==> config.mk <==
export PLATFORM = sky130hd
export DESIGN_NAME = dual_read_burst_scheduler
export DESIGN_NICKNAME = d
export VERILOG_FILES = /design/src/rtl/dual_read_burst_scheduler.sv
export SDC_FILE = /design/constraint.sdc
export NUM_CORES = 1
export LEC_CHECK = 0
export BUFFER_PORTS_ARGS = -buffer_cell sky130_fd_sc_hd__buf_4
export CORE_ASPECT_RATIO = 0.7
export CORE_MARGIN = 2
export CORE_UTILIZATION = 60
export CTS_BUF_LIST = sky130_fd_sc_hd__clkbuf_2
export DETAILED_ROUTE_END_ITERATION = 12
export PLACE_DENSITY = 0.82
export SYNTH_ARGS = -nofsm -noshare
export SYNTH_HDL_FRONTEND = slang
export SYNTH_SLANG_ARGS = --single-unit
==> constraint.sdc <==
create_clock -name i_sys_clk -period 8.73 [get_ports i_sys_clk]
set_clock_uncertainty 0.1 [all_clocks]
set_input_delay 1.3095 -clock i_sys_clk [delete_from_list [all_inputs] [get_ports i_sys_clk]]
set_output_delay 1.3095 -clock i_sys_clk [all_outputs]
set_load 0.005 [all_outputs]
==> src/rtl/dual_read_burst_scheduler.sv <==
// Round-robin SDRAM read-burst scheduler that keeps two display FIFOs topped up and tracks
// per-camera frame addresses, rewinding both channels on every frame start.
module dual_read_burst_scheduler #(
  parameter int                ADDR_W      = 24,
  parameter int                LEN_W       = 9,
  parameter int                BURST_LEN   = 256,
  parameter int                LOW_WM      = 512,
  parameter int                FRAME_WORDS = 307200,
  parameter logic [ADDR_W-1:0] BASE0       = '0,
  parameter logic [ADDR_W-1:0] BASE1       = ADDR_W'(24'h080000),
  parameter int                FLUSH_CYC   = 8
) (
  input  logic              i_sys_clk,
  input  logic              i_sys_rst_n,
  input  logic              i_frame_start,
  input  logic [10:0]       i_fifo_used0,
  input  logic [10:0]       i_fifo_used1,
  output logic              o_burst_req,
  output logic              o_burst_ch,
  output logic [ADDR_W-1:0] o_burst_addr,
  output logic [LEN_W-1:0]  o_burst_len,
  input  logic              i_burst_ack,
  input  logic              i_burst_done,
  output logic [1:0]        o_fifo_clr,
  output logic [1:0]        o_frame_done,
  output logic              o_busy
);

  localparam int WORDS_W = $clog2(FRAME_WORDS + 1);
  localparam int CNT_W   = $clog2(FLUSH_CYC + 1);

  localparam logic [ADDR_W-1:0]  BURST_A = ADDR_W'(BURST_LEN);
  localparam logic [WORDS_W-1:0] BURST_W = WORDS_W'(BURST_LEN);
  localparam logic [WORDS_W-1:0] FRAME_W = WORDS_W'(FRAME_WORDS);
  localparam logic [10:0]        LOW_V   = 11'(LOW_WM);
  localparam logic [CNT_W-1:0]   CNT_TOP = CNT_W'(FLUSH_CYC - 1);

  typedef enum logic [1:0] {S_IDLE, S_REQ, S_BUSY, S_FLUSH} state_t;

  state_t             state_q, state_d;
  logic [ADDR_W-1:0]  addr_q  [2];
  logic [ADDR_W-1:0]  addr_d  [2];
  logic [WORDS_W-1:0] words_q [2];
  logic [WORDS_W-1:0] words_d [2];
  logic               rr_q, rr_d;
  logic               pend_q, pend_d;
  logic [CNT_W-1:0]   cnt_q, cnt_d;
  logic               req_q, req_d;
  logic               ch_q, ch_d;
  logic [ADDR_W-1:0]  baddr_q, baddr_d;
  logic [LEN_W-1:0]   len_q, len_d;
  logic [1:0]         clr_q, clr_d;
  logic [1:0]         fdone_q, fdone_d;
  logic [1:0]         need;
  logic               grant;
  logic               enter_flush;

  assign need[0] = (i_fifo_used0 < LOW_V) && !fdone_q[0] && !pend_q;
  assign need[1] = (i_fifo_used1 < LOW_V) && !fdone_q[1] && !pend_q;

  always_comb begin
    // NOTE: every variable gets its hold value first so no path through the case infers a latch.
    state_d     = state_q;
    addr_d      = addr_q;
    words_d     = words_q;
    rr_d        = rr_q;
    pend_d      = pend_q;
    cnt_d       = cnt_q;
    req_d       = req_q;
    ch_d        = ch_q;
    baddr_d     = baddr_q;
    len_d       = len_q;
    clr_d       = 2'b00;
    fdone_d     = fdone_q;
    grant       = 1'b0;
    enter_flush = 1'b0;

    unique case (state_q)
      S_IDLE: begin
        if (i_frame_start) begin
          enter_flush = 1'b1;
        end else if (|need) begin
          // Tie goes to the channel that was not granted last.
          grant   = (need == 2'b11) ? ~rr_q : need[1];
          rr_d    = grant;
          req_d   = 1'b1;
          ch_d    = grant;
          baddr_d = addr_q[grant];
          len_d   = LEN_W'(BURST_LEN);
          state_d = S_REQ;
        end
      end
      S_REQ: begin
        if (i_frame_start) pend_d = 1'b1;
        if (i_burst_ack) begin
          req_d   = 1'b0;
          state_d = S_BUSY;
        end
      end
      S_BUSY: begin
        if (i_frame_start) pend_d = 1'b1;
        if (i_burst_done) begin
          addr_d[ch_q]  = addr_q[ch_q] + BURST_A;
          words_d[ch_q] = words_q[ch_q] + BURST_W;
          if (words_d[ch_q] == FRAME_W) fdone_d[ch_q] = 1'b1;
          if (pend_q || i_frame_start) enter_flush = 1'b1;
          else                         state_d     = S_IDLE;
        end
      end
      S_FLUSH: begin
        if (i_frame_start)   cnt_d   = CNT_TOP;
        else if (cnt_q == '0) state_d = S_IDLE;
        else                 cnt_d   = cnt_q - 1'b1;
      end
      default: state_d = S_IDLE;
    endcase

    // Rewind overrides any bookkeeping from a burst finishing in the same cycle.
    if (enter_flush) begin
      state_d    = S_FLUSH;
      clr_d      = 2'b11;
      addr_d[0]  = BASE0;
      addr_d[1]  = BASE1;
      words_d[0] = '0;
      words_d[1] = '0;
      fdone_d    = 2'b00;
      pend_d     = 1'b0;
      cnt_d      = CNT_TOP;
    end
  end

  // NOTE: the address/word arrays sit in flops, not RAM, so they take the async reset like any register.
  always_ff @(posedge i_sys_clk or negedge i_sys_rst_n) begin
    if (!i_sys_rst_n) begin
      state_q    <= S_IDLE;
      addr_q[0]  <= BASE0;
      addr_q[1]  <= BASE1;
      words_q[0] <= '0;
      words_q[1] <= '0;
      rr_q       <= 1'b1;
      pend_q     <= 1'b0;
      cnt_q      <= '0;
      req_q      <= 1'b0;
      ch_q       <= 1'b0;
      baddr_q    <= '0;
      len_q      <= '0;
      clr_q      <= 2'b00;
      fdone_q    <= 2'b00;
    end else begin
      // NOTE: non-blocking so every register updates from the same pre-edge values.
      state_q <= state_d;
      addr_q  <= addr_d;
      words_q <= words_d;
      rr_q    <= rr_d;
      pend_q  <= pend_d;
      cnt_q   <= cnt_d;
      req_q   <= req_d;
      ch_q    <= ch_d;
      baddr_q <= baddr_d;
      len_q   <= len_d;
      clr_q   <= clr_d;
      fdone_q <= fdone_d;
    end
  end

  assign o_burst_req  = req_q;
  assign o_burst_ch   = ch_q;
  assign o_burst_addr = baddr_q;
  assign o_burst_len  = len_q;
  assign o_fifo_clr   = clr_q;
  assign o_frame_done = fdone_q;
  assign o_busy       = (state_q != S_IDLE);

endmodule
## Word-level counts from Yosys, hierarchy flattened

Index checks and enable logic that the tools add are counted.

- Word-level logic and storage cells: 130
- Bits in registers: 125
- Input bits: 27
- Output and inout port bits: 40

- Reductions and logical operators: 29
- Bitwise operators: 5
- Order comparisons: 7
- $add $sub $neg: 3
- Muxes and demuxes: 56
- Equality and inequality tests: 16

Operators by type and width:

| operator | count |
|---|---|
| $mux W24 | 7 |
| $mux W48 | 3 |
| $mux W19 | 7 |
| $mux W38 | 3 |
| $bwmux W48 | 1 |
| $bwmux W38 | 1 |
| $mux W2 | 13 |
| $add A24 B9 Y24 const B | 1 |
| $demux W24 S1 | 1 |
| $ne A3 B3 Y1 const B | 8 |
| $lt A11 B10 Y1 const B | 2 |
| $add A19 B9 Y19 const B | 1 |
| $demux W19 S1 | 1 |
| $eq A19 B19 Y1 const B | 1 |
| $mux W4 | 4 |
| $reduce_bool A2 Y1 | 8 |
| $mux W1 | 11 |
| $pmux W2 S4 | 1 |
| $reduce_and A7 Y1 | 1 |
| $eq A2 B2 Y1 const B | 3 |
| $logic_and A1 B1 Y1 | 6 |
| $ne A2 B2 Y1 const B | 3 |
| $reduce_and A2 Y1 | 3 |
| $reduce_and A3 Y1 | 2 |
| 17 further kinds | 24 |

## Depth between registers and ports, before layout

Gate-level depths: netlist (run 1).

- Depth after elaboration: 14
- Mapped depth: 12
- Mapped depth without buffers: 8

## Least setup slack after synthesis (run 1)

Ideal clock, no wire load.

- Path kind: reg2reg
- Start: register ch_q (netlist: o_burst_ch)
- End: register fdone_q[0] (netlist: o_frame_done[0])
- Slack: 5.619 ns
- Stages on the path, launching flop included: 11
- Required time: 8.562 ns
- Data arrival time: 2.943 ns
- Clock period less this slack: 3.111 ns
- Cell sequence: dfrtp_1 > buf_6 > buf_4 > buf_2 > buf_1 > mux2_2 > ha_1 > xnor2_1 > or4_1 > a2111oi_1 > a32o_1

- Word-level cells in the longest chain between the ends: 12
- Elaborated cells on any way between the ends: 27

RTL lines:

| element | RTL line | text |
|---|---|---|
| start: declaration | 49 | `logic ch_q, ch_d;` |
| start signal: assignment | 158 | `ch_q <= ch_d;` |
| $not A1 Y2 (not written as such) | 104, 105 |  |
| $mux W19 (not written as such) (tied with other cells) | 104 | `words_d[ch_q] = words_q[ch_q] + BURST_W;` |
| $mux W19 (not written as such) or $logic_and A1 B1 Y1 (tied branches) | 104 |  |
| $mux W19 (not written as such) | 104 |  |
| $add A19 B9 Y19 or $demux W19 S1 (tied branches) | 104 |  |
| $bwmux W38 | 104 |  |
| $mux W19 (not written as such) (3 in a row) | 105 | `if (words_d[ch_q] == FRAME_W) fdone_d[ch_q] = 1'b1;` |
| $eq A19 B19 Y1 | 105 |  |
| $reduce_bool A2 Y1 (no source line) | -- |  |
| $reduce_and A3 Y1 (no source line) | -- |  |
| end signal: assignment | 162 | `fdone_q <= fdone_d;` |
| end: declaration | 53 | `logic [1:0] fdone_q, fdone_d;` |

Several ways; a longest one is shown, not always the timed one. The select of a mux whose other input is x is not followed.
A chain may end at the register's enable or synchronous reset.

## Final worst setup path (run 1)

- Start: input i_fifo_used1[9]
- End: register baddr_q[14] (netlist: o_burst_addr[14])

- Word-level cells in the longest chain between the ends: 9
- Elaborated cells on any way between the ends: 11

RTL lines:

| element | RTL line | text |
|---|---|---|
| start: declaration | 17 | `input logic [10:0] i_fifo_used1,` |
| $lt A11 B10 Y1 * | 59 | `assign need[1] = (i_fifo_used1 < LOW_V) && !fdone_q[1] && !pend_q;` |
| $logic_and A1 B1 Y1 * (2 in a row) | 59 |  |
| $eq A2 B2 Y1 | 84 | `grant = (need == 2'b11) ? ~rr_q : need[1];` |
| $mux W1 | 84 |  |
| $not A1 Y2 (not written as such) | 88 | `baddr_d = addr_q[grant];` |
| $mux W24 (not written as such) (3 in a row) | 88 |  |
| end signal: assignment | 159 | `baddr_q <= baddr_d;` |
| end: declaration | 50 | `logic [ADDR_W-1:0] baddr_q, baddr_d;` |

Every way passes the cells marked *; elsewhere a longest branch is shown, timed or not. The select of a mux whose other input is x is not followed.

==> flow_results.org, run 1 <==
** Pwr
- VDD IR max :: between 0.1 and 0.15 mV
- Dividing total power by cell area gives a power density of between 200 and 250 mW/mm2.
- Static leakage :: 2.99 nW
- Total power after layout :: between 1 and 1.5 mW

** Worst setup path
- Worst r2r src :: o_burst_ch$_DFFE_PN0P_
- In this run the worst path has a maximum fanout of 26.
- Worst-path cell chain :: buf_4, nor4_1, a21boi_4, mux2i_1, o21ai_0
- The kind of cell with the highest combined delay along the critical path is compound AO/OA/AOI/OAI gates.
- Category of the critical setup timing path :: input port to flip-flop
- Required arrival time at the worst endpoint :: approximately 9.2 ns
- Biggest cell delay along the critical path :: around 1.0 ns
- For the worst flop-to-flop path, the logic depth is 7.
- Critical path buffer and inverter count :: 1
- The worst setup path is launched from an input port.
- In this run the worst setup path terminates at o_burst_addr[14]$_DFFE_PN0P_.
- The endpoint identified for the worst register-to-register timing path is addr_q[20]$_DFFE_PN0P_.
- Counting buffers and inverters, the worst setup path is 5 cells deep.
- Slowest cell on the critical path :: sky130_fd_sc_hd__a21boi_4
- Nature of the critical path endpoint :: flip-flop
- At the worst endpoint, the arrival time is 3.87 ns.
- Launching element of the worst setup path :: i_fifo_used1[9]
- The worst register-to-register path has a setup slack of 5.32 ns.

** Die
- Effective utilization at floorplan :: 0.612
- Chip Width :: between 100 and 150 um
- Standard cell core area :: around 0.0096 mm2
- In this run the vertical extent of the chip is between 80 and 90 um.
- 67 I/O pins were placed.
- Overall die area :: between 0.01 and 0.015 mm2
- Number of placement rows :: 30

** Run status
- Run status :: complete, no violations

** Timing
- The number of hold violations in the final report came to 0.
- Worst-Margin Slew :: between 1 and 1.5 ns
- Number of setup violations in the final report :: 0
- Setup total negative slack on the finished layout was measured at 0 ns.
- In the finished design, the share of the clock period the worst path needs comes to 0.392.
- Max-Slew Margin vs Limit :: 0.194
- Derived from the worst setup path, the maximum achievable clock frequency is just under 300 MHz.
- The number of slew-limit violations in the final report was 0.
- Setup repair after global routing left no endpoint under its margin.
- After layout, the minimum clock period comes to approximately 3.4 ns.

** Global routing
- The initial antenna violation count was 0.
- Entering global routing, the biggest net connects 65 pins.
- Sum of overflow across all layers after global routing :: 0
- For this run, the total global-route usage over all layers was measured as 0.254.
- Wire length of the first global-routing pass :: roughly 21000 um
- The number of global-route vias before repair came to roughly 4400.

** CTS
- Number of buffers inserted during clock tree synthesis :: 17
- Clk sinks :: 124
- Maximum buffer depth of the clock tree :: 2
- After clock tree synthesis, the clock-pin slew on the worst setup and hold paths is around 0.18 ns.
- CTS tree :: done
- H-tree levels :: 4
- Hold repair after CTS inserted 0 buffers.
- Once the clock tree was built, the resizer swapped 0 gates to a different size.
- Post-CTS setup buffer count :: 0
- Clock latency at the later pin of the worst-skew pair :: about 0.7 ns
- Cell at the root of the clock tree :: sky130_fd_sc_hd__clkbuf_2

** Routing
- In the routed design, unresolved DRC markers number 0.
- Total Wirelength :: 12500 um
- In this run the remaining antenna-violating nets after routing total 0.
- In the routed layout, each cell is associated on average with a via count of between 5 and 6.
- The pre-antenna-repair detailed-routing pass consisted of 5 iterations.
- DR WL/cell :: roughly 16 um
- Starting DRT DRC Count :: 454
- Summing over every cut layer, the via total after detailed routing is about 4600.

** Yosys
- Yosys printed 0 warnings.
- Top-count cell post-synth :: sky130_fd_sc_hd__dfrtp_1
- After synthesis, the share of flip-flops with an asynchronous set or reset is 1.00.
- After synthesis the cells add up to 0.00590 mm2.
- Synthesis produced a netlist whose cell count is about 590.
- Ranked by instance count, the synthesized netlist is headed by sky130_fd_sc_hd__dfrtp_1, sky130_fd_sc_hd__o21ai_0, sky130_fd_sc_hd__nand2_1.
- For this run, the register share of the synthesized area comes to 0.526.
- The share of synthesized area in the top cell type comes to 0.517.
- In this run, synthesis inferred 0 flip-flops with an integrated enable.
- Largest area contributor in the synthesized netlist :: sky130_fd_sc_hd__dfrtp_1
- Post-synth cell types :: 56
- Leading cell types by total area after synthesis :: sky130_fd_sc_hd__dfrtp_1, sky130_fd_sc_hd__o21ai_0, sky130_fd_sc_hd__mux2i_1, sky130_fd_sc_hd__nand2_1, sky130_fd_sc_hd__and2_1
- In the synthesized netlist the dominant register cell turns out to be sky130_fd_sc_hd__dfrtp_1.
- The synthesized design contains 124 register bits.
- Mean cell area of the mapped netlist :: 9.94 um2

** Finish
- Count of antenna diodes in the layout :: 0
- Counting the fill cells in the layout gives around 740.
- In the final layout, the multi-input gates occupy ~0.0026 mm2.
- Register area :: around 0.0031 mm2
- Net total in the final layout :: approximately 660
- Share of final-layout standard cells stronger than drive strength 1 :: 0.143
- Area growth from synthesis to layout :: 9.79%

** Flow run
- MaxCap Viol Count :: 0

** Place
- In this run the tool buffered the top-level ports with 40 buffer cells.
- Routability-driven placement finished with a final weighted congestion of ~0.85.
- Placed wire-length estimate after detailed placement :: just under 8000 um

** Worst hold path
- Path category of the worst min-delay check :: flip-flop to flip-flop
- Launch point of the worst hold path :: o_burst_addr[10]$_DFFE_PN0P_
[metrics by stage]
stage | hold WS, ns | instance area [um2] | worst slack (ns) | util | std cells
detailed placement | 0.370 | 6240 | 4.66 | 0.647 | 733
global route | 0.428 | 6480 | 5.00 | 0.672 | 765
global placement | 0.350 | 6240 | 4.71 | 0.647 | 733
finish | 0.403 | 6480 | 5.31 | 0.672 | 765
floorplan | 0.349 | 5930 | 5.62 | - | 601
CTS | 0.409 | 6480 | 5.33 | 0.672 | 765
[sequential cells by signal, summed over array words and instances (netlist names), 2 cells and up]
name and flops:
cnt_q 4, o_frame_done 2, o_burst_addr 24, addr_q 48
state_q 2, words_q 38
[power breakdown]
part           switching [mW]  internal (mW)
clock network           0.214          0.157
registers              0.0512          0.616
logic                   0.222          0.121
total                   0.486          0.894
[cells by family after synthesis]
kind of cell             share of synthesized area
AO/OA/AOI/OAI                                0.169
flip-flops                                   0.526
buffers and inverters                       0.0449
XOR/XNOR                                    0.0163
AND/OR/NAND/NOR                              0.168
multiplexers                                0.0602
adder cells (fa/ha/maj)                     0.0148
other                                     0.000635
[routing by layer]
| layer | up-vias | share of wire | GRT usage |
|---|---|---|---|
| met3 | 18 | 0.066 | 0.0687 |
| met2 | 153 | 0.46 | 0.386 |
| met1 | 2245 | 0.46 | 0.359 |
| met5 | - | 0 | 0 |
| li1 | 2143 | - | - |
| met4 | 0 | 0.011 | 0.0784 |
[worst reg2reg max path: cells and delay by family (launching register included)]
family,cells,cell delay (ns)
simple gates,1,1.08
compound gates,4,0.84
fa+ha+maj,1,0.28
mux,1,0.27
flops,1,0.76
[worst min path at each step]
stage                                              end  slack (ns)  cells past startpoint
final                     o_burst_addr[10]$_DFFE_PN0P_        0.40                      2
after global routing        o_burst_len[8]$_DFFE_PN0P_        0.43                      1
after CTS                  o_burst_addr[0]$_DFFE_PN0P_        0.41                      2
after detailed placement        addr_q[30]$_DFFE_PN0P_        0.37                      1
after global placement      o_burst_len[8]$_DFFE_PN0P_        0.35                      1
after floorplan                words_q[37]$_DFFE_PN0P_        0.35                      2
[cell type report]
type / instances / share of cell area
Inverter: 11 / 0.00637
Timing Repair Buffer: 46 / 0.0533
Sequential cell: 124 / 0.479
Clock buffer: 18 / 0.0139
Multi-Input combinational cell: 424 / 0.399
Tap cell: 128 / 0.0247
Clock inverter: 14 / 0.0236
[cell usage in the layout, fill, tap and decap left out, types with 3 or more instances in the layout]
cell type	instances
sky130_fd_sc_hd__nand2_1	71
sky130_fd_sc_hd__clkinv_2	5
sky130_fd_sc_hd__clkinv_1	3
sky130_fd_sc_hd__ha_1	7
sky130_fd_sc_hd__o21ai_1	4
sky130_fd_sc_hd__nand3_1	20
sky130_fd_sc_hd__xor2_1	5
sky130_fd_sc_hd__bufinv_16	3
sky130_fd_sc_hd__clkbuf_2	18
sky130_fd_sc_hd__a21oi_1	25
sky130_fd_sc_hd__nor2b_1	3
sky130_fd_sc_hd__mux2_2	4
sky130_fd_sc_hd__a22o_1	17
sky130_fd_sc_hd__a31oi_1	3
sky130_fd_sc_hd__nand4_1	5
sky130_fd_sc_hd__nor4_1	7
sky130_fd_sc_hd__o31ai_1	8
sky130_fd_sc_hd__nand3b_1	4
sky130_fd_sc_hd__inv_1	11
sky130_fd_sc_hd__a22oi_1	3
sky130_fd_sc_hd__dfrtp_1	122
sky130_fd_sc_hd__o21ai_0	87
sky130_fd_sc_hd__conb_1	8
sky130_fd_sc_hd__nand4b_1	3
sky130_fd_sc_hd__and3_1	7
sky130_fd_sc_hd__and2_1	36
sky130_fd_sc_hd__xnor2_1	6
sky130_fd_sc_hd__nor2_1	27
sky130_fd_sc_hd__clkinv_4	3
sky130_fd_sc_hd__buf_4	46
sky130_fd_sc_hd__mux2i_1	31
Power figures use the tool's default switching activity.
==> run 2, diff against run 1 <==
Settings changed: CORE_UTILIZATION 60 to 55, PLACE_DENSITY 0.82 to 0.79.
Clock period 8.73 ns to 2.75 ns, I/O delays scaled along.
==> run 2 against run 1 <==
  * Via count increased by 3.0%
  * Critical path depth grew 3
  * Design area grew 3.4%
  * Combinational power grew to 3.6 times the previous value
  * Worst setup slack got worse by 5.1 ns
  * Highest routed layer unchanged
==> flow_results.org, run 2 (same netlist as run 1, synthesis figures left out) <==
** Finish
- The footprint of the flip-flops and latches came to 0.00311 mm2 (about the same).
- The antenna diode instance count is 0 (unchanged).
- The number of nets in the layout was 680 (was 658).
- Share of final-layout standard cells stronger than drive strength 1 :: 0.165 (was 0.143)
- Post-layout utilization of the core :: 0.644 (was 0.672)
- Register bank with the most flops :: addr_q (unchanged)
- Commonest cells after routing, fill and taps aside :: sky130_fd_sc_hd__dfrtp_1, sky130_fd_sc_hd__o21ai_0, sky130_fd_sc_hd__nand2_1, sky130_fd_sc_hd__buf_4, sky130_fd_sc_hd__and2_1 (unchanged)
- Area growth from synthesis to layout :: 13.5% (was 9.79%)
- Commonest non-fill, non-tap cell in the layout :: sky130_fd_sc_hd__dfrtp_1 (unchanged)
- Max reg flops :: 48 (unchanged)
- Footprint of the multi-input gates :: 0.00262 mm2 (was 0.00258 mm2)
- The count of filler cells inserted in the layout was 816 (was 744).

** CTS
- The TritonCTS clock tree is done (unchanged).
- Maximum buffer depth of the clock tree :: 2 (unchanged)
- Clock latency at the later pin of the worst-skew pair :: 0.70 ns (was 0.69 ns)
- Clk sinks :: 124 (unchanged)
- The library cell used as clock root buffer is sky130_fd_sc_hd__clkbuf_2 (unchanged).
- Clock edge transition at the registers on the reported setup and hold paths :: 0.20 ns (was 0.18 ns)
- Number of buffers inserted during clock tree synthesis :: 17 (unchanged)
- H-tree levels :: 4 (unchanged)

** Die
- Chip Width :: 128 um (was 123 um)
- Overall die area :: 0.0116 mm2 (was 0.0107 mm2)
- The core region area came to 0.0104 mm2 (was 0.00965 mm2).
- The number of rows in the core area came to 31 (was 30).
- Ports :: 67 (unchanged)
- Die extent in y :: 90.7 um (was 87.0 um)
- The starting density of the core was 0.568 (was 0.612).

** Worst setup path
- Startpoint type of the worst setup path :: flip-flop (was input port)
- The largest fanout on the critical path is 18 (was 26).
- Worst Reg2Reg Path Length in Cells :: 8 (was 7)
- Category of the critical setup timing path :: flip-flop to flip-flop (was input port to flip-flop)
- Worst r2r src :: o_burst_ch$_DFFE_PN0P_ (unchanged)
- The critical path required time is 3.24 ns (was 9.18 ns).
- Worst reg2reg endpoint :: addr_q[18]$_DFFE_PN0P_ (was addr_q[20]$_DFFE_PN0P_)
- The arrival time reported for the critical path endpoint was 3.05 ns (was 3.87 ns).
- The nature of the critical path endpoint was a flip-flop (unchanged).
- Worst-case register-to-register setup slack :: 0.19 ns (was 5.32 ns)

** Routing
- The mean routed wirelength per cell came to 16.5 um (was 16.3 um).
- Drc violations :: 0 (unchanged)
- Average via count per standard cell :: 5.94 (was 5.96)
- The first-pass detailed-route iteration total was 6 (was 5).
- The number of DRC violations after detailed-routing iteration 0 is 454 (unchanged).
- The detailed-route via count is 4698 (was 4559).
- The post-detailed-route count of antenna-violating nets is 0 (unchanged).
- The final wirelength was 13100 um (was 12500 um).

** Pwr
- Power density cells :: 658 mW/mm2 (was 213 mW/mm2)
- Static leakage :: 3.08 nW (was 2.99 nW)
- VDD IR max :: 0.360 mV (was 0.122 mV)

** Timing
- Derived from the worst setup path, the maximum achievable clock frequency is between 300 and 400 MHz.
- The setup TNS is 0 ns (unchanged).
- Final critical path time including I/O delays and setup :: between 2 and 3 ns
- The number of slew-limit violations in the final report is 0 (unchanged).
- Post-route clock period utilization :: 0.929
- RSZ-0062 raised after global routing :: false (unchanged)
- Hold slack final :: 0.0820 ns (was 0.403 ns)
- Hold Fails Final Rpt :: 0 (unchanged)
- The pin slew with the least headroom to its limit was 1.07 ns (was 1.19 ns).
- The remaining max-slew budget at the tightest pin came to 0.283 (was 0.194).
- The total of endpoints with negative setup slack in the final report was 0 (unchanged).

** Global routing
- The largest net degree at the start of global routing came to 53 (was 65).
- Wire length of the first global-routing pass :: 22200 um (was 21100 um)
- The total global routing overflow was 0 (unchanged).
- Antenna violations before repair :: 0 (unchanged)
- GRT Util Overall :: 0.239 (was 0.254)
- Number of global-route vias before repair :: 4639 (was 4370)

** Run status
- Run status: complete, no violations (unchanged).

** Place
- Placer congestion estimate :: 0.869 (was 0.852)
- Placed wire-length estimate after detailed placement :: 8330 um (was 7940 um)
- Number of input and output port buffers inserted :: 40 (unchanged)

** Worst hold path
- The startpoint of the most critical hold path is i_fifo_used0[9] (was o_burst_addr[10]$_DFFE_PN0P_).
- The depth of the worst hold-timing path is 4 (was 2).
- The class of the tightest hold or removal check is input port to flip-flop (was flip-flop to flip-flop).
- The hold path endpoint is rr_q$_DFFE_PN1P_ (was o_burst_addr[10]$_DFFE_PN0P_).

** Flow run
- MaxCap Viol Count :: 0 (unchanged)
[run 2: cell type report]
class,instances,area share
Clock inverter,13,0.0187
Inverter,11,0.00616
Tap cell,132,0.0247
Multi-Input combinational cell,424,0.391
Clock buffer,19,0.0142
Sequential cell,124,0.464
Timing Repair Buffer,68,0.0818
[run 2: where the power goes]
group          switching (mW)  leakage, nW  internal [mW]  total [mW]
logic                   0.773         1.26          0.443        1.22
registers               0.134         1.70           1.96        2.09
clock network           0.687        0.130          0.411        1.10
[run 2: worst max path at each step]
| stage | startpoint | endpoint | slack, ns | cells past startpoint |
|---|---|---|---|---|
| after CTS | o_burst_ch$_DFFE_PN0P_ | o_frame_done[0]$_DFFE_PN0P_ | 0.20 | 8 |
| after global routing | o_burst_ch$_DFFE_PN0P_ | addr_q[20]$_DFFE_PN0P_ | 0.004 | 9 |
| final | o_burst_ch$_DFFE_PN0P_ | addr_q[18]$_DFFE_PN0P_ | 0.19 | 8 |
| after floorplan | o_burst_ch$_DFFE_PN0P_ | o_frame_done[0]$_DFFE_PN0P_ | 0.02 | 9 |
| after global placement | o_burst_ch$_DFFE_PN0P_ | addr_q[22]$_DFFE_PN0P_ | 0.34 | 9 |
| after detailed placement | o_burst_ch$_DFFE_PN0P_ | addr_q[18]$_DFFE_PN0P_ | 0.23 | 8 |
[run 2: worst max-delay path, cell delays in order, from the launching register on]
cell                       delay [ns]
sky130_fd_sc_hd__dfrtp_2         0.49
sky130_fd_sc_hd__buf_4           0.22
sky130_fd_sc_hd__mux2_2          0.24
sky130_fd_sc_hd__ha_1            0.28
sky130_fd_sc_hd__o221ai_1        0.23
sky130_fd_sc_hd__nor3b_1         0.47
sky130_fd_sc_hd__a21oi_1         0.13
sky130_fd_sc_hd__o21ai_0         0.18
sky130_fd_sc_hd__o21ai_0         0.13
[run 2: what timing repair did]
item,CTS,global route
setup endpoints to repair,0,2
buffers inserted,0,0
hold buffers,3,2
gates resized for setup,0,1
hold endpoints to repair,57,1
[run 2: stage by stage]
| stage | cell area, um2 | setup WS (ns) | power (mW) | std cells |
|---|---|---|---|---|
| 2_1_floorplan | 5980 | 0.0187 | 2.91 | 601 |
| 3_3_place_gp | 6430 | 0.337 | 3.24 | 754 |
| 3_5_place_dp | 6430 | 0.227 | 3.30 | 754 |
| 4_1_cts | 6680 | 0.202 | 4.38 | 789 |
| 5_1_grt | 6700 | 0.00422 | 4.64 | 791 |
| 6_report | 6700 | 0.194 | 4.41 | 791 |
[run 2: routing by layer]
layer | wire length, um | share of wire | global-route usage | vias up
met1 | 5960 | 0.46 | 0.334 | 2252
li1 | - | - | - | 2205
met3 | 884 | 0.068 | 0.0640 | 35
met4 | 263 | 0.020 | 0.105 | 0
met2 | 5940 | 0.46 | 0.353 | 206
met5 | 0 | 0 | 0 | -
